File: src/rtl/mrsc_pkg.sv
// mrsc_pkg: constants and helpers shared by the MRSC encoder and decoder.
//
// The 16-bit data word is viewed as a 4x4 bit matrix. Row i occupies four
// data bits; each row splits into a high pair [3:2] and a low pair [1:0].
// The 16 check bits hold four 2-bit row sums (DI) in the upper byte and
// four 2-bit cross-row XOR pairs (XA/XB) in the lower byte.
package mrsc_pkg;

  localparam int MRSC_DATA_W  = 16;
  localparam int MRSC_CHECK_W = 16;
  localparam int MRSC_CODE_W  = 32;
  localparam int MRSC_ROWS    = 4;
  localparam int MRSC_ROW_W   = 4;

  // Row positions inside the data word (LSB of each 4-bit row).
  localparam int ROW1_LSB = 12;
  localparam int ROW2_LSB = 8;
  localparam int ROW3_LSB = 4;
  localparam int ROW4_LSB = 0;

  // Check field offsets (LSB of each 2-bit field inside check[15:0]).
  localparam int DI1_LSB  = 14;
  localparam int DI2_LSB  = 12;
  localparam int DI3_LSB  = 10;
  localparam int DI4_LSB  = 8;
  localparam int XA13_LSB = 6;
  localparam int XB13_LSB = 4;
  localparam int XA24_LSB = 2;
  localparam int XB24_LSB = 0;

  // Data sits above the checks in the codeword.
  localparam int CODE_DATA_LSB = MRSC_CHECK_W;

  // 2-bit sum modulo 4: the carry out of the pair addition is dropped so
  // that every DI field stays exactly two bits wide.
  function automatic logic [1:0] mod4_sum(input logic [1:0] a,
                                          input logic [1:0] b);
    logic [2:0] full;
    full = {1'b0, a} + {1'b0, b};
    return full[1:0];
  endfunction

  // Decimal-integrity value of one 4-bit row: high pair plus low pair.
  function automatic logic [1:0] row_di(input logic [MRSC_ROW_W-1:0] row);
    return mod4_sum(row[3:2], row[1:0]);
  endfunction

endpackage

File: src/rtl/mrsc_check_gen.sv
// mrsc_check_gen: purely combinational MRSC check-bit generator.
//
// Ports:
//   in_word [15:0]  data word, rows R1..R4 from MSB nibble down
//   check   [15:0]  {DI_1, DI_2, DI_3, DI_4, XA_1_3, XB_1_3, XA_2_4, XB_2_4}
//
// The decoder feeds the stored data half through this same block and
// compares against the stored check half to form a syndrome, so the field
// layout here is the single source of truth for both directions.
module mrsc_check_gen
  import mrsc_pkg::*;
(
  input  logic [MRSC_DATA_W-1:0]  in_word,
  output logic [MRSC_CHECK_W-1:0] check
);

  logic [MRSC_ROW_W-1:0] row1;
  logic [MRSC_ROW_W-1:0] row2;
  logic [MRSC_ROW_W-1:0] row3;
  logic [MRSC_ROW_W-1:0] row4;

  assign row1 = in_word[ROW1_LSB +: MRSC_ROW_W];
  assign row2 = in_word[ROW2_LSB +: MRSC_ROW_W];
  assign row3 = in_word[ROW3_LSB +: MRSC_ROW_W];
  assign row4 = in_word[ROW4_LSB +: MRSC_ROW_W];

  // Row sums form check column 2 of the matrix view.
  assign check[DI1_LSB +: 2] = row_di(row1);
  assign check[DI2_LSB +: 2] = row_di(row2);
  assign check[DI3_LSB +: 2] = row_di(row3);
  assign check[DI4_LSB +: 2] = row_di(row4);

  // Cross-row XORs pair row 1 with row 3 and row 2 with row 4, separately
  // for the high (A) and low (B) halves of each row.
  assign check[XA13_LSB +: 2] = row1[3:2] ^ row3[3:2];
  assign check[XB13_LSB +: 2] = row1[1:0] ^ row3[1:0];
  assign check[XA24_LSB +: 2] = row2[3:2] ^ row4[3:2];
  assign check[XB24_LSB +: 2] = row2[1:0] ^ row4[1:0];

endmodule

File: src/rtl/mrsc_encoder.sv
// mrsc_encoder: registered MRSC encoder for 16-bit memory words.
//
// Ports:
//   clk           system clock, rising edge
//   rst           synchronous active-high reset; clears codeword and valid
//   in_valid      in_word is valid this cycle
//   in_word[15:0] data word to encode
//   out_valid     encoded_word holds a fresh codeword (one cycle after input)
//   encoded_word[31:0] {in_word, check[15:0]}
//
// Single-cycle latency, one word per cycle, no backpressure. The codeword
// register only loads on a valid input, so it holds the last codeword
// through idle cycles. A word presented during reset is dropped.
module mrsc_encoder
  import mrsc_pkg::*;
(
  input  logic                   clk,
  input  logic                   rst,
  input  logic                   in_valid,
  input  logic [MRSC_DATA_W-1:0] in_word,
  output logic                   out_valid,
  output logic [MRSC_CODE_W-1:0] encoded_word
);

  logic [MRSC_CHECK_W-1:0] check_p0;
  logic [MRSC_CODE_W-1:0]  code_p0;
  logic [MRSC_CODE_W-1:0]  code_p1;
  logic                    vld_p1;

  mrsc_check_gen u_check_gen (
    .in_word (in_word),
    .check   (check_p0)
  );

  assign code_p0 = {in_word, check_p0};

  // ---- stage p0 -> p1: output register ----
  // The codeword is cleared on reset as well, so every output bit is
  // defined from the first reset onward.
  always_ff @(posedge clk) begin
    if (rst) begin
      vld_p1  <= 1'b0;
      code_p1 <= '0;
    end else begin
      vld_p1 <= in_valid;
      if (in_valid) begin
        code_p1 <= code_p0;
      end
    end
  end

  assign out_valid    = vld_p1;
  assign encoded_word = code_p1;

endmodule

File: config.mk
export PLATFORM = sky130hd
export DESIGN_NAME = mrsc_encoder
export DESIGN_NICKNAME = d
export VERILOG_FILES = /design/src/rtl/mrsc_pkg.sv /design/src/rtl/mrsc_check_gen.sv /design/src/rtl/mrsc_encoder.sv
export SDC_FILE = /design/constraint.sdc
export NUM_CORES = 1
export LEC_CHECK = 0
export ABC_AREA = 1
export CORE_MARGIN = 1
export CORE_UTILIZATION = 43
export DETAILED_ROUTE_END_ITERATION = 8
export GPL_TIMING_DRIVEN = 0
export HOLD_SLACK_MARGIN = 0.06
export PLACE_DENSITY = 0.76
export RECOVER_POWER = 25
export SYNTH_ARGS = -nofsm -noshare
export SYNTH_HDL_FRONTEND = slang
export SYNTH_SLANG_ARGS = --single-unit
File: constraint.sdc
create_clock -name clk -period 1.12 [get_ports clk]
set_clock_uncertainty 0.15 [all_clocks]
set_input_delay 0.168 -clock clk [delete_from_list [all_inputs] [get_ports clk]]
set_output_delay 0.168 -clock clk [all_outputs]
set_load 0.03 [all_outputs]
==> metrics list <==
* P_leak: 1.062 nW
* Crit path max fanout: 2
* Sink Count: 33
- Standard-cell row count: 20
- Counting tap cells, the placed design contains a total of 283 instances.
- Max-cap violations in this run came to 0.
- TritonCTS built the clock tree.
- Share of cells above drive strength 1: 37.01%
- Counting instances in the post-synthesis netlist gives the leading cell types as sky130_fd_sc_hd__nand2_1 (52), sky130_fd_sc_hd__dfxtp_1 (33), sky130_fd_sc_hd__nor2_1 (30).
- The critical path goes through buf_6.
* Fraction of synthesized cell area in xor and xnor cells: 1.261%
- Per report_power, the combinational group accounts for 25.1% of the total.
* Slew Viols, Final: 0
- Of the total synthesized cell area, the portion taken by AND, OR, NAND and NOR gates is 24.50%.
- Proportion of synthesized chip area in sequential cells: 47.57%
- IR analysis of the VDD net gives a maximum drop of 731.0 uV.
* Routed wire per std cell: 12.27 um
- The synthesized netlist devotes 13.06% of its cell area to compound gates.
- Main combinational cell family by area after synthesis: simple AND/OR/NAND/NOR gates
- The checks that failed: negative setup slack.
* Share of total power in the clock network: 25.5%
* Top area cells in the synthesized netlist: sky130_fd_sc_hd__dfxtp_1 (48%), sky130_fd_sc_hd__nand2_1 (14%), sky130_fd_sc_hd__nor2_1 (8.1%), sky130_fd_sc_hd__a21oi_1 (5.8%), sky130_fd_sc_hd__o21ai_1 (4.7%)
- Count of buffers inserted at the top-level ports: 50
* Overall track demand over capacity in global routing: 23.62%
- Async set-reset flop share out of synthesis: 0%
* Mapped cell area: 1389 sq um
* Number of antenna violations at the first check in global routing: 0
- Worst hold-check path type: in -> reg
- Cell with the most instances after synthesis: sky130_fd_sc_hd__nand2_1
* Required time at the endpoint of the critical path: 0.80 ns
- Crit path largest cell delay: 0.35 ns
- Min Clock Period, post-route: 1.122 ns
- Post-synth top flop: sky130_fd_sc_hd__dfxtp_1
- The via count of the first global-routing pass was 1,383.
* Critical-path top delay cell: sky130_fd_sc_hd__dfxtp_2
* Footprint of the multi-input gates: 614.3 sq um
- Counting every instance in the synthesized netlist gives 189.
* Total number of nets in the final design: 277
- Register clock-pin slew on the reported worst setup and hold paths: 0.10 ns
- In this run the power density over the cells is 1216 nW/um^2.
* Yosys cell types: 18
- Excluding fillers, the count of instances in the completed layout stands at 298.
- Worst slack on hold paths: 0.005470 ns
- The worst setup path is captured at an output pin.
- Die Ht: 58.83 um
- For the pin with the worst max-slew slack, the measured transition is 0.2464 ns.
- The portion of synthesized area spent on multiplexers is 0%.
- Sequential power share: 49.4%
- PnR worst setup slack: -0.001805 ns
- Diodes inserted: 0
- The detailed router placed 1,423 vias in this run.
- Number of buffers and inverters on the critical path: 1
- Maximum operating frequency: 0.8914 GHz
* Remaining design rule violation count: 0
* Final HPWL from detailed placement: 2.403 mm
- Fraction of post-synthesis cell area in the top cell type by area: 47.57%
* Total number of H-tree levels: 2
* Status: finished, violations left
- Number of violations reported at the end of detailed-routing iteration 0: 46
- Total area of sequential cells: 701.9 sq um
* Synth Area in Adders: 3.604%
* Top cell family by delay on the critical path: flip-flops
- The count of nets left with antenna violations once routing finished came out at 0.
* Switching power summed over all nets: 796.7 uW
- Nets in the synthesized netlist: 212
* Fraction of power spent switching nets: 29.92%
- Unrepaired setup endpoints after global routing: yes
- The final-report hold violation count is 0.
* Number of synthesized register bits: 33
- Final weighted congestion in routability-driven placement: 0.8299
- Global route total overflow: 0
* Maximum count of clock buffers along a single path: 2
- Per-cell via count in the routed design: 4.775
- The layout has 256 filler cells.
- After floorplanning, the core was sized to cover 3053 sq um.
- The worst setup path is launched from a flop.
* Total wire length: 3.656 mm
- The die covers 3461 sq um.
- The critical path is of the reg -> out type.
- Syn avg cell area: 7.348 sq um
- In the finished design, the share of the clock period the worst path needs comes to 100.2%.
- The first global-routing pass estimated 6.099 mm of wire.
- Crit path arrival time: 0.80 ns
* Internal power contribution: 1.866 mW
- Worst Setup Slack post-DPL: -0.5124 ns
* Count of flip-flops with a built-in enable after synthesis: 0
* Effective utilization at floorplan: 45.49%
* Clock latency on the worst-skew pair: 0.32 ns
- Compared with the post-synthesis result, the final layout area differs by 57.66%.
- The first detailed-routing pass took 4 iterations.
- Total I/O pin count: 52
- In this run the tightest slew margin relative to its limit is 83.57%.
* Post-layout total power: 2.663 mW
* Synthesis warning total: 0
- The cell sitting at the root of the clock tree is a sky130_fd_sc_hd__clkbuf_4.
- Entering global routing, the biggest net connects 11 pins.
- The biggest area contributor in the post-synthesis netlist is sky130_fd_sc_hd__dfxtp_1.
* Die Span X: 58.83 um
* Final setup violation count: 2
- In this run, CTS created clock tree buffers numbering 5.
## final cells by class
cell class	instances	share of cell area (%)
Tap cell	44	2.514
Buffer	9	3.543
Multi-Input combinational cell	130	28.06
Timing Repair Buffer	58	28.29
Clock buffer	7	2.514
Inverter	17	3.029
Sequential cell	33	32.06
## final timing paths
path                            slack [ns]                           from  cells after the start                            end
worst max-delay path                -0.002  encoded_word[20]$_SDFFE_PP0P_                      1               encoded_word[20]
worst min-delay path                 0.005                       in_valid                      3  encoded_word[17]$_SDFFE_PP0P_
worst max register to register        0.22   encoded_word[0]$_SDFFE_PP0P_                      4   encoded_word[0]$_SDFFE_PP0P_
worst min register to register        0.32  encoded_word[26]$_SDFFE_PP0P_                      2  encoded_word[26]$_SDFFE_PP0P_
## power by group through the flow
stage          combinational (mW)  sequential [mW]  clock [mW]
6_report                    0.669             1.32       0.678
3_3_place_gp                0.612             1.31           0
5_1_grt                     0.727             1.32       0.744
2_1_floorplan               0.199             1.46           0
4_1_cts                     0.650             1.31       0.685
3_5_place_dp                0.619             1.31           0
## placed cells by master, fill, tap and decap left out, types with 4 or more instances in the layout
cell	synthesis	layout
sky130_fd_sc_hd__dlygate4sd3_1	0	4
sky130_fd_sc_hd__ha_2	0	4
sky130_fd_sc_hd__inv_1	16	16
sky130_fd_sc_hd__dlymetal6s2s_1	0	4
sky130_fd_sc_hd__o21ai_0	6	7
sky130_fd_sc_hd__buf_4	2	6
sky130_fd_sc_hd__clkdlybuf4s50_1	0	9
sky130_fd_sc_hd__a21oi_1	16	16
sky130_fd_sc_hd__nand3_1	4	4
sky130_fd_sc_hd__buf_6	4	37
sky130_fd_sc_hd__nor2_1	30	30
sky130_fd_sc_hd__o21ai_1	13	12
sky130_fd_sc_hd__dfxtp_2	0	33
sky130_fd_sc_hd__clkbuf_4	0	6
sky130_fd_sc_hd__nand2_1	52	52
## repair_timing
action | 4_1_cts | 5_1_grt
setup buffers | 0 | 4
resized for setup | 273 | 11
hold buffers | 2 | 2
endpoints found under the hold margin | 6 | 5
pin swaps | 0 | 2
endpoints found under the setup margin | 44 | 47
## sequential cells by signal, indices dropped and copies added, names as in the netlist
name	cells
out_valid	1
encoded_word	32
## cell families (layout without fill, tap and decap cells)
family,count (synthesis),in the layout
buf+inv,26,91
xor+xnor,2,2
compound gates,36,36
fa+ha+maj,4,4
flops,33,33
simple gates,88,88
## stage by stage
stage / TNS, ns / util [%] / area [sq um]
after global routing: -0.8810 / 71.72 / 2190
final: -0.002950 / 71.72 / 2190
after detailed placement: -16.30 / 63.69 / 1944
after floorplan: 0 / - / 1389
after global placement: -16.11 / 63.69 / 1944
after CTS: -0.04206 / 69.39 / 2118
## layer usage
layer | wire length [um] | GRT usage (%) | vias to the layer above
met5 | 0 | 0 | -
met2 | 1795 | 39.12 | 54
li1 | - | - | 724
met4 | 40 | 10.20 | 0
met1 | 1637 | 29.99 | 640
met3 | 183 | 4.396 | 5
Note: power is estimated with default switching activity, not from simulation.
